--- config.mk ---
export PLATFORM = sky130hd
export DESIGN_NAME = dvi_tmds_encoder_flat
export DESIGN_NICKNAME = d
export VERILOG_FILES = /design/src/rtl/dvi_tmds_encoder_pkg.sv /design/src/rtl/dvi_tmds_encoder_if.sv /design/src/rtl/dvi_tmds_encoder_channel.sv /design/src/rtl/dvi_tmds_encoder.sv /design/src/flat_wrapper.sv
export SDC_FILE = /design/constraint.sdc
export NUM_CORES = 1
export LEC_CHECK = 0
export ABC_CLOCK_PERIOD_IN_PS = 4300
export CORE_ASPECT_RATIO = 1.2
export CORE_MARGIN = 2
export CORE_UTILIZATION = 54
export DETAILED_ROUTE_END_ITERATION = 7
export GPL_ROUTABILITY_DRIVEN = 0
export PLACE_DENSITY = 0.78
export RECOVER_POWER = 100
export SETUP_SLACK_MARGIN = 0.2
export SYNTH_ARGS = -nofsm -noshare
export SYNTH_HDL_FRONTEND = slang
export SYNTH_SLANG_ARGS = --single-unit
--- constraint.sdc ---
create_clock -name clk_pix -period 4.3 [get_ports clk_pix]
set_input_delay 0.43 -clock clk_pix [delete_from_list [all_inputs] [get_ports clk_pix]]
set_output_delay 0.43 -clock clk_pix [all_outputs]
set_load 0.01 [all_outputs]
--- src/rtl/dvi_tmds_encoder_pkg.sv ---
// Shared constants and helpers for the DVI TMDS encoder.
package dvi_pkg;

    localparam int TMDS_W = 10;
    localparam int DISP_W = 6;

    // Control tokens sent during blanking, indexed by {c1, c0}.
    localparam logic [TMDS_W-1:0] CTRL_TOKEN_0 = 10'h354;
    localparam logic [TMDS_W-1:0] CTRL_TOKEN_1 = 10'h0AB;
    localparam logic [TMDS_W-1:0] CTRL_TOKEN_2 = 10'h154;
    localparam logic [TMDS_W-1:0] CTRL_TOKEN_3 = 10'h2AB;

    // Which of the three DC-balancing rules applies to the current word.
    typedef enum logic [1:0] {
        ENC_BAL,   // disparity neutral: choose polarity from q_m[8]
        ENC_INV,   // word would push disparity further: invert it
        ENC_PASS   // word pulls disparity back: send it as is
    } enc_case_t;

    function automatic logic [3:0] popcount8(input logic [7:0] v);
        logic [3:0] n;
        n = '0;
        for (int i = 0; i < 8; i++) begin
            n = n + {3'b000, v[i]};
        end
        return n;
    endfunction

    function automatic logic [TMDS_W-1:0] ctrl_token(input logic [1:0] c);
        logic [TMDS_W-1:0] t;
        case (c)
            2'b00:   t = CTRL_TOKEN_0;
            2'b01:   t = CTRL_TOKEN_1;
            2'b10:   t = CTRL_TOKEN_2;
            default: t = CTRL_TOKEN_3;
        endcase
        return t;
    endfunction

endpackage

--- src/rtl/dvi_tmds_encoder_if.sv ---
// Display-side bundle: incoming pixel/sync signals and outgoing TMDS symbols.
interface dvi_tmds_encoder_if #(
    parameter int BPC = 5
);
    logic [BPC-1:0]              disp_r;
    logic [BPC-1:0]              disp_g;
    logic [BPC-1:0]              disp_b;
    logic                        disp_hsync;
    logic                        disp_vsync;
    logic                        disp_de;
    logic [dvi_pkg::TMDS_W-1:0]  tmds_ch0;
    logic [dvi_pkg::TMDS_W-1:0]  tmds_ch1;
    logic [dvi_pkg::TMDS_W-1:0]  tmds_ch2;

    // Display controller side: drives pixels, observes symbols.
    modport master (
        output disp_r, disp_g, disp_b, disp_hsync, disp_vsync, disp_de,
        input  tmds_ch0, tmds_ch1, tmds_ch2
    );

    // Encoder side: consumes pixels, produces symbols.
    modport slave (
        input  disp_r, disp_g, disp_b, disp_hsync, disp_vsync, disp_de,
        output tmds_ch0, tmds_ch1, tmds_ch2
    );
endinterface

--- src/rtl/dvi_tmds_encoder_channel.sv ---
// One TMDS lane: transition-minimising stage, then DC-balancing stage with
// its own running disparity. Two register stages, no stall.
module tmds_channel
    import dvi_pkg::*;
(
    input  logic              clk_pix,
    input  logic              rst_pix_n,
    input  logic [7:0]        d,
    input  logic              de,
    input  logic [1:0]        ctrl,
    output logic [TMDS_W-1:0] q
);

    logic [3:0]              w_n1;
    logic                    w_use_xnor;
    logic [8:0]              w_qm;

    logic [8:0]              r_qm;
    logic                    r_de;
    logic [1:0]              r_ctrl;

    logic [3:0]              w_n1q;
    logic [DISP_W-1:0]       w_bal;      // N1q - N0q, two's complement
    logic [DISP_W-1:0]       w_two_q8;   // 2*q_m[8]
    logic [DISP_W-1:0]       w_two_nq8;  // 2*~q_m[8]
    enc_case_t               w_case;
    logic [TMDS_W-1:0]       w_sym;
    logic [DISP_W-1:0]       w_cnt_next;

    logic [TMDS_W-1:0]       r_q;
    logic [DISP_W-1:0]       r_cnt;

    assign w_n1       = popcount8(d);
    assign w_use_xnor = (w_n1 > 4'd4) || ((w_n1 == 4'd4) && !d[0]);

    // The XOR/XNOR chain unrolled: bit i is the parity of d[i:0], and each
    // XNOR step adds one extra inversion, so odd bits flip in XNOR mode.
    genvar gi;
    generate
        for (gi = 0; gi < 8; gi++) begin : g_qm
            assign w_qm[gi] = (^d[gi:0]) ^ (w_use_xnor && ((gi % 2) == 1));
        end
    endgenerate
    assign w_qm[8] = ~w_use_xnor;

    // Stage 1 register: minimised word plus aligned de/ctrl.
    always_ff @(posedge clk_pix or negedge rst_pix_n) begin
        if (!rst_pix_n) begin
            r_qm   <= '0;
            r_de   <= 1'b0;
            r_ctrl <= 2'b00;
        end else begin
            r_qm   <= w_qm;
            r_de   <= de;
            r_ctrl <= ctrl;
        end
    end

    assign w_n1q     = popcount8(r_qm[7:0]);
    assign w_bal     = {1'b0, w_n1q, 1'b0} - DISP_W'(8);
    assign w_two_q8  = {{(DISP_W-2){1'b0}}, r_qm[8], 1'b0};
    assign w_two_nq8 = {{(DISP_W-2){1'b0}}, ~r_qm[8], 1'b0};

    // Pick the balancing rule. Outside the neutral case both cnt and the
    // word balance are non-zero, so "same sign" means inversion is needed.
    always_comb begin
        w_case = ENC_PASS;
        if ((r_cnt == '0) || (w_n1q == 4'd4)) begin
            w_case = ENC_BAL;
        end else if (r_cnt[DISP_W-1] == w_bal[DISP_W-1]) begin
            w_case = ENC_INV;
        end
    end

    // Build the output symbol and next disparity; blanking sends a token
    // and clears disparity so each active run starts balanced.
    always_comb begin
        w_sym      = ctrl_token(r_ctrl);
        w_cnt_next = '0;
        if (r_de) begin
            case (w_case)
                ENC_BAL: begin
                    w_sym      = {~r_qm[8], r_qm[8], r_qm[8] ? r_qm[7:0] : ~r_qm[7:0]};
                    w_cnt_next = r_qm[8] ? (r_cnt + w_bal) : (r_cnt - w_bal);
                end
                ENC_INV: begin
                    w_sym      = {1'b1, r_qm[8], ~r_qm[7:0]};
                    w_cnt_next = r_cnt + w_two_q8 - w_bal;
                end
                default: begin
                    w_sym      = {1'b0, r_qm[8], r_qm[7:0]};
                    w_cnt_next = r_cnt + w_bal - w_two_nq8;
                end
            endcase
        end
    end

    // Stage 2 register: output symbol and running disparity.
    always_ff @(posedge clk_pix or negedge rst_pix_n) begin
        if (!rst_pix_n) begin
            r_q   <= CTRL_TOKEN_0;
            r_cnt <= '0;
        end else begin
            r_q   <= w_sym;
            r_cnt <= w_cnt_next;
        end
    end

    assign q = r_q;

endmodule

--- src/rtl/dvi_tmds_encoder.sv ---
// DVI TMDS encoder top: widens colours to 8 bits, routes sync into the
// blue lane's control bits and runs three independent lanes.
module dvi_tmds_encoder
    import dvi_pkg::*;
#(
    parameter int BPC = 5
) (
    input  logic                 clk_pix,
    input  logic                 rst_pix_n,
    dvi_tmds_encoder_if.slave    disp
);

    logic [BPC-1:0]    w_c    [3];
    logic [7:0]        w_d    [3];
    logic [1:0]        w_ctrl [3];
    logic [TMDS_W-1:0] w_q    [3];

    assign w_c[0] = disp.disp_b;
    assign w_c[1] = disp.disp_g;
    assign w_c[2] = disp.disp_r;

    assign w_ctrl[0] = {disp.disp_vsync, disp.disp_hsync};
    assign w_ctrl[1] = 2'b00;
    assign w_ctrl[2] = 2'b00;

    // Widen by repeating the colour MSB-first until 8 bits are filled.
    genvar gi, gj;
    generate
        for (gi = 0; gi < 3; gi++) begin : g_lane
            for (gj = 0; gj < 8; gj++) begin : g_bit
                assign w_d[gi][7-gj] = w_c[gi][BPC-1-(gj % BPC)];
            end

            tmds_channel u_ch (
                .clk_pix   (clk_pix),
                .rst_pix_n (rst_pix_n),
                .d         (w_d[gi]),
                .de        (disp.disp_de),
                .ctrl      (w_ctrl[gi]),
                .q         (w_q[gi])
            );
        end
    endgenerate

    assign disp.tmds_ch0 = w_q[0];
    assign disp.tmds_ch1 = w_q[1];
    assign disp.tmds_ch2 = w_q[2];

endmodule

--- src/flat_wrapper.sv ---
// flat-port wrapper written by rule: the top's interface ports become plain ports
module dvi_tmds_encoder_flat import dvi_pkg::*;
#(
    parameter int BPC = 5
)
  (clk_pix, rst_pix_n, disp_disp_r, disp_disp_g, disp_disp_b, disp_disp_hsync, disp_disp_vsync, disp_disp_de, disp_tmds_ch0, disp_tmds_ch1, disp_tmds_ch2);
  dvi_tmds_encoder_if #(.BPC(BPC)) disp_i ();
  input  logic clk_pix;
  input  logic rst_pix_n;
  input wire logic [$bits(disp_i.disp_r)-1:0] disp_disp_r;
  input wire logic [$bits(disp_i.disp_g)-1:0] disp_disp_g;
  input wire logic [$bits(disp_i.disp_b)-1:0] disp_disp_b;
  input wire logic [$bits(disp_i.disp_hsync)-1:0] disp_disp_hsync;
  input wire logic [$bits(disp_i.disp_vsync)-1:0] disp_disp_vsync;
  input wire logic [$bits(disp_i.disp_de)-1:0] disp_disp_de;
  output wire logic [$bits(disp_i.tmds_ch0)-1:0] disp_tmds_ch0;
  output wire logic [$bits(disp_i.tmds_ch1)-1:0] disp_tmds_ch1;
  output wire logic [$bits(disp_i.tmds_ch2)-1:0] disp_tmds_ch2;
  assign disp_i.disp_r = disp_disp_r;
  assign disp_i.disp_g = disp_disp_g;
  assign disp_i.disp_b = disp_disp_b;
  assign disp_i.disp_hsync = disp_disp_hsync;
  assign disp_i.disp_vsync = disp_disp_vsync;
  assign disp_i.disp_de = disp_disp_de;
  assign disp_tmds_ch0 = disp_i.tmds_ch0;
  assign disp_tmds_ch1 = disp_i.tmds_ch1;
  assign disp_tmds_ch2 = disp_i.tmds_ch2;
  dvi_tmds_encoder #(.BPC(BPC)) u_core (.clk_pix(clk_pix), .rst_pix_n(rst_pix_n), .disp(disp_i));
endmodule
# Word-level counts from Yosys, hierarchy flattened
# Index checks and enable logic that the tools add are counted.
# classes
muxes	25
n_addsub	60
bitwise	21
n_reduce_logical	40
order_cmp	3
eq_ne	14
# ops
op	n
4-bit by 1-bit adder with 4-bit output	24
10-bit one-hot mux with 2 select lines	3
6-bit 2-to-1 mux	6
6-bit one-hot mux with 2 select lines	3
6-bit subtractor	6
10-bit 2-to-1 mux	3
10-bit one-hot mux with 3 select lines	1
3-bit by 1-bit adder with 4-bit output	6
4-bit by 3-bit equality test with 1-bit output (second input constant)	6
8-bit 2-to-1 mux	3
8-bit inverter	3
8-bit parity	3
7-bit parity	3
2-bit by 1-bit adder with 3-bit output	6
6-bit by 2-bit adder with 6-bit output	3
6-bit adder	3
6-bit logical NOT	3
6-bit parity	3
5-bit by 4-bit subtractor with 6-bit output (second input constant)	3
6-bit by 2-bit subtractor with 6-bit output	3
5-bit parity	3
1-bit by 1-bit adder with 2-bit output	6
4-bit by 3-bit greater-than comparator with 1-bit output (second input constant)	3
2-bit 2-to-1 mux	6
other kinds (12)	51
# word_totals
inputBits	20
ff_bits	78
elab_cells	174
output_inout_bits	30

# Longest topological paths before layout
# Gate-level depths: netlist of run 1.
# depth
depth_word	14
mapped_depth	16
ltp_nobuf	16

# Modules after synthesis
# From an unflattened synthesis of run 1, not the netlist that was laid out.
# unflattened
hier_cells	645
hier_area_um2	6754.0
# modules_own_cells
mod	area_each_um2	n_inst	cells_per_inst	seq_area_each_um2
tmds_channel (u_core.g_lane[0].u_ch)	2272.2	1	214	706.9
tmds_channel (u_core.g_lane[2].u_ch)	2239.6	1	215	706.9
tmds_channel (u_core.g_lane[1].u_ch)	2238.4	1	215	706.9
dvi_tmds_encoder	3.8	1	1	0.0

# Least setup slack after synthesis of run 1
# OpenSTA, ideal clock, no wires.
# synth_timing
kind	register to register
startpoint	reg u_core.g_lane[1].u_ch.r_qm[0]
endpoint	reg u_core.g_lane[1].u_ch.r_cnt[5]
required_ns	4.190
path_stages_with_launch	17
arrival_ns	4.221
setup_ns	0.110
path_buffers	0
slack_ns	-0.031
synth_period_minus_slack_ns	4.331
path_cell_list	dfrtp_1 inv_1 fa_1 fa_1 fa_1 inv_1 ha_1 fa_1 inv_1 ha_1 inv_1 fa_1 o21bai_1 a21oi_1 xnor2_1 o311a_1 o41ai_1
# synth_between
elab_chain_cells	14
word_cells_on_any_way	22
classes_between	add/sub (12); eq/ne (3); mux (5); reduce/logical (2)
# synth_rtl
item	line	source
start: declaration	dvi_tmds_encoder_channel.sv:18	logic [8:0] r_qm;
start signal: assignment	dvi_tmds_encoder_channel.sv:53	r_qm <= w_qm;
1-bit by 1-bit adder with 2-bit output *	dvi_tmds_encoder_pkg.sv:24	n = n + {3'b000, v[i]};
2-bit by 1-bit adder with 3-bit output *	dvi_tmds_encoder_pkg.sv:24	
3-bit by 1-bit adder with 4-bit output *	dvi_tmds_encoder_pkg.sv:24	
4-bit by 1-bit adder with 4-bit output * (4 in series)	dvi_tmds_encoder_pkg.sv:24	
parallel branches: the longest is 5 deep, another holds 5-bit by 4-bit subtractor with 6-bit output	--	
6-bit one-hot mux with 2 select lines *	dvi_tmds_encoder_channel.sv:81	case (w_case)
6-bit 2-to-1 mux *	dvi_tmds_encoder_channel.sv:80	if (r_de) begin
via u_core.g_lane[1].u_ch.w_cnt_next[5]	dvi_tmds_encoder_channel.sv:28	logic [DISP_W-1:0] w_cnt_next;
end signal: assignment	dvi_tmds_encoder_channel.sv:105	r_cnt <= w_cnt_next;
end: declaration	dvi_tmds_encoder_channel.sv:31	logic [DISP_W-1:0] r_cnt;
# Mark *: on every way through the listed nets, which the timed path passes.

# Final worst setup path of run 1
# layout_timing
startpoint	reg u_core.g_lane[1].u_ch.r_qm[3]
endpoint	reg u_core.g_lane[1].u_ch.r_cnt[4]
# layout_between
elab_chain_cells	12
word_cells_on_any_way	20
classes_between	add/sub (10); eq/ne (3); mux (5); reduce/logical (2)
# layout_rtl
item	line
3-bit by 1-bit adder with 4-bit output *	dvi_tmds_encoder_pkg.sv:24
4-bit by 1-bit adder with 4-bit output * (4 in series)	dvi_tmds_encoder_pkg.sv:24
parallel branches: the longest is 5 deep, another holds 5-bit by 4-bit subtractor with 6-bit output	--
6-bit one-hot mux with 2 select lines *	dvi_tmds_encoder_channel.sv:81
6-bit 2-to-1 mux *	dvi_tmds_encoder_channel.sv:80
via u_core.g_lane[1].u_ch.w_cnt_next[4]	dvi_tmds_encoder_channel.sv:28
# Marks and branches as above.

==> flow_summary.json, run 1 <==
{
  "outcome": "complete, but fails checks",
  "failed_checks": "max-capacitance violations, max-slew violations, negative setup slack",
  "synth-xor-area-share": 0.140,
  "gr-total-overflow": 0,
  "fin_crit_sh": 1.03,
  "initial_core_util": 0.548,
  "drt_first_pass_iters": 5,
  "fin_crit_ns": 4.43,
  "post_synthesis_mux_area_share": 0.0292,
  "wl_mm": 16.6,
  "antenna_violating_nets_post_route": 0,
  "syn_area_um2": 5990,
  "clock_tree.buffer_depth": 2,
  "synth_largest_type_area_fraction": 0.263,
  "setup_viol_count_final": 5,
  "worst-slew-pin-transition_ns": 1.93,
  "timing.max_slew.rel_slack": -0.288,
  "post_synth_fa_ha_maj_area_fraction": 0.256,
  "cts-buffers-inserted": 9,
  "nNetsFinal": 808,
  "hp-class": "flip-flop to flip-flop",
  "htreeDepth": 3,
  "critical_path_required_ns": 4.57,
  "yosys-top-cells-area": "sky130_fd_sc_hd__dfrtp_1, sky130_fd_sc_hd__ha_1, sky130_fd_sc_hd__fa_1",
  "core_area_um2": 10900,
  "syn_inst": 582,
  "grt_pass1_vias": 4990,
  "area_delta_synth_final_pct": 35.1,
  "synth_seq_cells": 78,
  "hold_viol": 0,
  "distinct_cells_synth": 51,
  "cp_max_fo": 4,
  "antenna_found_initial": 0,
  "combinational_family_with_the_most_area_after_synthesis": "adder cells",
  "floorplan.rows": 42,
  "worst_path_largest_cell_delay_ns": 0.60,
  "worst_path_slowest_cell": "sky130_fd_sc_hd__fa_2",
  "finish.instance_area_um2": 8090,
  "fmaxAchievable_mhz": 226,
  "layout_setup_ws_ns": -0.133,
  "post_dp_cell_area_um2": 6890,
  "edff_count_synth": 0,
  "die_width_um": 100,
  "post_route_clock_skew_ns": 0.0113,
  "placement.io_buffers": 49,
  "rsz_0062_raised_after_global_routing": "yes",
  "route.vias.total": 4747,
  "drcViolationCount": 0,
  "clock-root-buffer": "sky130_fd_sc_hd__clkbuf_16",
  "critical_path.startpoint_type": "flip-flop",
  "cts.reportedPaths.clkPinSlew_ns": 0.06,
  "synth_sequential_area_ratio": 0.329,
  "drt-vias-per-instance": 5.77,
  "grt_start_max_net_pins": 79,
  "mostFrequentLayoutCells": "sky130_fd_sc_hd__inv_1, sky130_fd_sc_hd__dfrtp_1, sky130_fd_sc_hd__ha_1",
  "tritoncts": "yes",
  "cts_hold_repair.buffers": 0,
  "most_common_cell_after_layout_fill_and_taps_aside": "sky130_fd_sc_hd__inv_1",
  "post_route_cells_drive_above_1_share": 0.306,
  "antenna_cells": 0,
  "avgRoutedWirePerCell_um": 20.2,
  "fp.dieH_um": 119,
  "synth.largest_area_cell": "sky130_fd_sc_hd__dfrtp_1",
  "compound_cell_area_share_of_the_yosys_netlist": 0.0942,
  "drt_iter0_markers": 432,
  "crit_path_end_kind": "flip-flop",
  "critical_path_arrival_ns": 4.70,
  "track_usage": 0.251,
  "hpwlAfterDp_mm": 9.97,
  "ios": 50,
  "synthArstFlopShare": 1.00,
  "post_synth_and_or_nand_nor_area_fraction": 0.0815,
  "leading_register_cell_type_out_of_synthesis": "sky130_fd_sc_hd__dfrtp_1",
  "maxCapViolations": 1,
  "synth_fp_nets": 705,
  "tritoncts_num_sinks": 78,
  "syn_area_per_cell_um2": 10.3,
  "path_cells": "inv_2 > fa_1 > fa_1 > fa_1 > inv_1 > ha_2 > fa_2 > inv_2 > ha_4 > inv_2 > fa_2 > o21bai_1 > xnor2_1 > a211oi_1 > a32o_2",
  "yosys_warnings": 0,
  "worstSkewPairLatency_ns": 0.35,
  "total_count_of_max_transition_violations_in_the_final_report": 79,
  "first_pass_grt_wire_length_mm": 23.4,
  "critical_path_class": "flip-flop to flip-flop",
  "die-area_um2": 12000
}
## worst paths after layout
check                                                from                        endpoint  slack, ns  cells after the start
setup reg to reg            u_core.g_lane[1].u_ch.r_qm[3]  u_core.g_lane[1].u_ch.r_cnt[4]      -0.13                     15
setup / recovery            u_core.g_lane[1].u_ch.r_qm[3]  u_core.g_lane[1].u_ch.r_cnt[4]      -0.13                     15
max in group asynchronous                       rst_pix_n  u_core.g_lane[2].u_ch.r_cnt[2]       2.53                      1
min in group asynchronous                       rst_pix_n  u_core.g_lane[0].u_ch.r_cnt[4]       0.58                      1
hold / removal             u_core.g_lane[1].u_ch.r_cnt[0]  u_core.g_lane[1].u_ch.r_cnt[0]       0.50                      1
hold reg to reg            u_core.g_lane[1].u_ch.r_cnt[0]  u_core.g_lane[1].u_ch.r_cnt[0]       0.50                      1
## cells by family (layout without fill, tap and decap cells)
| logic type | Yosys count | in the layout |
|---|---|---|
| buffers and inverters | 111 | 219 |
| and+or+nand+nor | 105 | 105 |
| adders and majority gates | 103 | 103 |
| xor gates and xnor gates | 90 | 90 |
| AOI/OAI and AO/OA | 81 | 81 |
| DFF | 78 | 78 |
| muxes | 14 | 14 |
## flip-flops by register name (all words and copies together) (netlist names)
signal,cells
u_core.g_lane.u_ch.r_qm,27
u_core.g_lane.u_ch.q,30
u_core.g_lane.u_ch.r_ctrl,2
u_core.g_lane.u_ch.r_cnt,18
u_core.g_lane.u_ch.r_de,1
## per-stage QoR
step	setup slack [ns]	cells	hold WS (ns)	util	TNS, ns
global placement	0.0103	771	0.473	0.630	0
global route	-0.289	822	0.525	0.740	-2.36
CTS	-0.114	802	0.281	0.691	-0.150
finish	-0.133	822	0.503	0.740	-0.454
detailed placement	-0.128	771	0.478	0.630	-0.386
floorplan	0.108	582	0.134	-	0
## worst max-delay path, delay by kind of cell, from the launching register on
| kind | cells | cell delay (ns) |
|---|---|---|
| buffers and inverters | 4 | 0.21 |
| adders and majority gates | 7 | 2.93 |
| xor gates and xnor gates | 1 | 0.11 |
| DFF | 1 | 0.36 |
| AOI/OAI and AO/OA | 3 | 0.74 |
## layout make-up
cell class	count	area [µm²]
flip-flops and latches	78	1970
clock buffers	9	225
well taps	132	165
fillers	676	2840
multi-input cells	393	4300
inverters	100	375
clock inverters	7	62.6
repair buffers	103	990
## synth_stat cells (all sizes together), types with 10 or more instances
cell type	n
dfstp	15
a21oi	22
fa	33
nor2	38
xnor2	64
dfrtp	63
nand2	29
ha	70
a21o	10
xor2	23
inv	99
## per-layer routing
| metal | wire [µm] | track usage |
|---|---|---|
| met1 | 5890 | 0.289 |
| met3 | 950 | 0.0399 |
| met4 | 957 | 0.122 |
| met5 | 0 | 0 |
| met2 | 8790 | 0.449 |
## timing repair
action,4_1_cts,5_1_grt
gates cloned,0,1
setup buffers,15,19
pin swaps,39,38
setup endpoints to repair,36,40
gates resized for setup,52,70
Power of run 1 is not shown: default switching activity piles up to over one toggle a cycle in this logic, so the estimate is an artifact.
==> run 2, diff against run 1 <==
--- a/config.mk
+++ b/config.mk
@@ -5,13 +5,13 @@
 export SDC_FILE = /design/constraint.sdc
 export NUM_CORES = 1
 export LEC_CHECK = 0
-export ABC_CLOCK_PERIOD_IN_PS = 4300
+export ABC_CLOCK_PERIOD_IN_PS = 5200
 export CORE_ASPECT_RATIO = 1.2
 export CORE_MARGIN = 2
-export CORE_UTILIZATION = 54
+export CORE_UTILIZATION = 55
 export DETAILED_ROUTE_END_ITERATION = 7
 export GPL_ROUTABILITY_DRIVEN = 0
-export PLACE_DENSITY = 0.78
+export PLACE_DENSITY = 0.76
 export RECOVER_POWER = 100
 export SETUP_SLACK_MARGIN = 0.2
 export SYNTH_ARGS = -nofsm -noshare
==> constraint.sdc (replaced) <==
create_clock -name clk_pix -period 5.2 [get_ports clk_pix]
set_input_delay 0.52 -clock clk_pix [delete_from_list [all_inputs] [get_ports clk_pix]]
set_output_delay 0.52 -clock clk_pix [all_outputs]
set_load 0.01 [all_outputs]
==> run 2 against run 1 <==
Net effect: the flow finishes with violations (max-capacitance violations, max-slew violations); first-iteration DRC count shrank 55%; critical endpoint is now u_core.g_lane[0].u_ch.q[1]; core utilization shrank 8.8 points; count of clock-buffer cells in the layout grew 2; register-to-register slack gained 0.55 ns; via count shrank 12%; flip-flop and latch count is the same; clock skew shrank 0.0054 ns; largest cell class unchanged; wire length shrank 27%.
==> flow_summary.json, run 2 (synthesis gave the netlist of run 1 again) <==
{
  "outcome": "complete, but fails checks",
  "failed_checks": "max-capacitance violations, max-slew violations",
  "area_delta_synth_final_pct": 15.1,
  "hold_viol": 0,
  "cts_hold_repair.buffers": 0,
  "tritoncts": "yes",
  "highest-signal-layer": "met4",
  "die-area_um2": 11700,
  "crit_path_end_kind": "flip-flop",
  "worstSkewPairLatency_ns": 0.34,
  "detailroute.wirelength.met2_mm": 6.39,
  "antenna_violating_nets_post_route": 0,
  "drt_iter0_markers": 195,
  "tritoncts_num_sinks": 78,
  "grt_start_max_net_pins": 79,
  "drcViolationCount": 0,
  "critical_path_arrival_ns": 5.00,
  "post_cts_resize_count": 0,
  "placement.io_buffers": 49,
  "critical_path.startpoint_type": "flip-flop",
  "mostFrequentLayoutCells": "sky130_fd_sc_hd__inv_1, sky130_fd_sc_hd__ha_1, sky130_fd_sc_hd__xnor2_1",
  "post-cts-setup-buffers": 0,
  "wl_mm": 12.0,
  "initial_core_util": 0.567,
  "register_area_um2": 1970,
  "met3RoutedLength_um": 396,
  "critical_path_class": "flip-flop to flip-flop",
  "floorplan.rows": 41,
  "fin_crit_ns": 4.78,
  "avgRoutedWirePerCell_um": 15.6,
  "post_dp_cell_area_um2": 6630,
  "fmaxAchievable_mhz": 209,
  "nNetsFinal": 758,
  "htreeDepth": 3,
  "ios": 50,
  "clock_tree.buffer_depth": 2,
  "most_common_cell_after_layout_fill_and_taps_aside": "sky130_fd_sc_hd__inv_1",
  "setup_total_negative_slack_ns": 0,
  "setup_viol_count_final": 0,
  "drt_first_pass_iters": 5,
  "total_count_of_max_transition_violations_in_the_final_report": 116,
  "final_core_utilization": 0.652,
  "post_route_clock_skew_ns": 0.00598,
  "clock-root-buffer": "sky130_fd_sc_hd__clkbuf_16",
  "first_pass_grt_wire_length_mm": 20.5,
  "max_ffs_per_register": 30,
  "fp.dieH_um": 118,
  "grt_pass1_vias": 4605,
  "critical_path_required_ns": 5.42,
  "route.vias.total": 4175,
  "number_of_fillers_in_the_final_layout": 842,
  "cp_max_fo": 9,
  "rsz_0062_raised_after_global_routing": "no",
  "maxCapViolations": 2,
  "drt-vias-per-instance": 5.42,
  "antenna_found_initial": 1,
  "hp-class": "flip-flop to flip-flop",
  "fin_crit_sh": 0.920,
  "die_width_um": 99.3,
  "hpwlAfterDp_mm": 9.30,
  "gr-total-overflow": 0,
  "multi_input_area_um2": 3570,
  "cts.reportedPaths.clkPinSlew_ns": 0.06,
  "post_route_cells_drive_above_1_share": 0.0656,
  "finish.instance_area_um2": 6890,
  "worst-slew-pin-transition_ns": 3.99,
  "track_usage": 0.218,
  "cts-buffers-inserted": 9,
  "core_area_um2": 10600,
  "timing.max_slew.rel_slack": -1.66,
  "detail_route.wirelength.met1_mm": 4.97
}
run 2: cell count changes in the layout (fill, tap and decap cells not counted), sizes merged:
cell,before,now
buf,50,3
diode,0,1
inv,103,99
bufinv,0,1
clkbuf,14,13
clkinvlp,1,2
run 2: area by class of cell:
class	instances	area share
antenna	1	0.000363
clock buffer	11	0.0352
clock inverter	5	0.00853
inverter	100	0.0544
multi-input combinational	393	0.518
sequential	78	0.286
tap	129	0.0234
timing repair buffer	53	0.0740
run 2: routing by layer:
layer  GRT usage  vias up
met5           0        -
met4      0.0839        0
met3      0.0390       33
met2       0.382       92
met1       0.263     2072
li1            -     1978
run 2: worst paths after layout:
kind / cells after the start / startpoint / slack [ns] / end
min reg2reg: 1 / u_core.g_lane[1].u_ch.r_cnt[0] / 0.50 / u_core.g_lane[1].u_ch.r_cnt[0]
min: 1 / u_core.g_lane[1].u_ch.r_cnt[0] / 0.50 / u_core.g_lane[1].u_ch.r_cnt[0]
max in group asynchronous: 1 / rst_pix_n / 1.38 / u_core.g_lane[0].u_ch.r_cnt[4]
max reg2reg: 14 / u_core.g_lane[0].u_ch.r_qm[0] / 0.42 / u_core.g_lane[0].u_ch.q[1]
min in group asynchronous: 1 / rst_pix_n / 1.56 / u_core.g_lane[1].u_ch.r_cnt[4]
max: 14 / u_core.g_lane[0].u_ch.r_qm[0] / 0.42 / u_core.g_lane[0].u_ch.q[1]
run 2: critical path: stages, from the launching register on:
cell and delay (ns):
sky130_fd_sc_hd__dfrtp_1 0.32, sky130_fd_sc_hd__inv_1 0.07, sky130_fd_sc_hd__fa_1 0.55, sky130_fd_sc_hd__fa_1 0.43, sky130_fd_sc_hd__fa_1 0.49, sky130_fd_sc_hd__inv_1 0.04, sky130_fd_sc_hd__ha_1 0.20, sky130_fd_sc_hd__fa_1 0.38
sky130_fd_sc_hd__xor2_1 0.25, sky130_fd_sc_hd__inv_1 0.16, sky130_fd_sc_hd__ha_1 0.24, sky130_fd_sc_hd__xor2_2 0.25, sky130_fd_sc_hd__mux2i_1 0.89, sky130_fd_sc_hd__xnor2_1 0.17, sky130_fd_sc_hd__a21o_1 0.22
run 2: stage by stage:
stage               instances  hold WS [ns]  setup slack, ns
detailed placement        753         0.478            0.477
global placement          753         0.475            0.564
global route              770         0.526            0.156
CTS                       769         0.377            0.455
floorplan                 582         0.224            0.869
finish                    770         0.499            0.418
Power of run 2 is left out for the same reason.
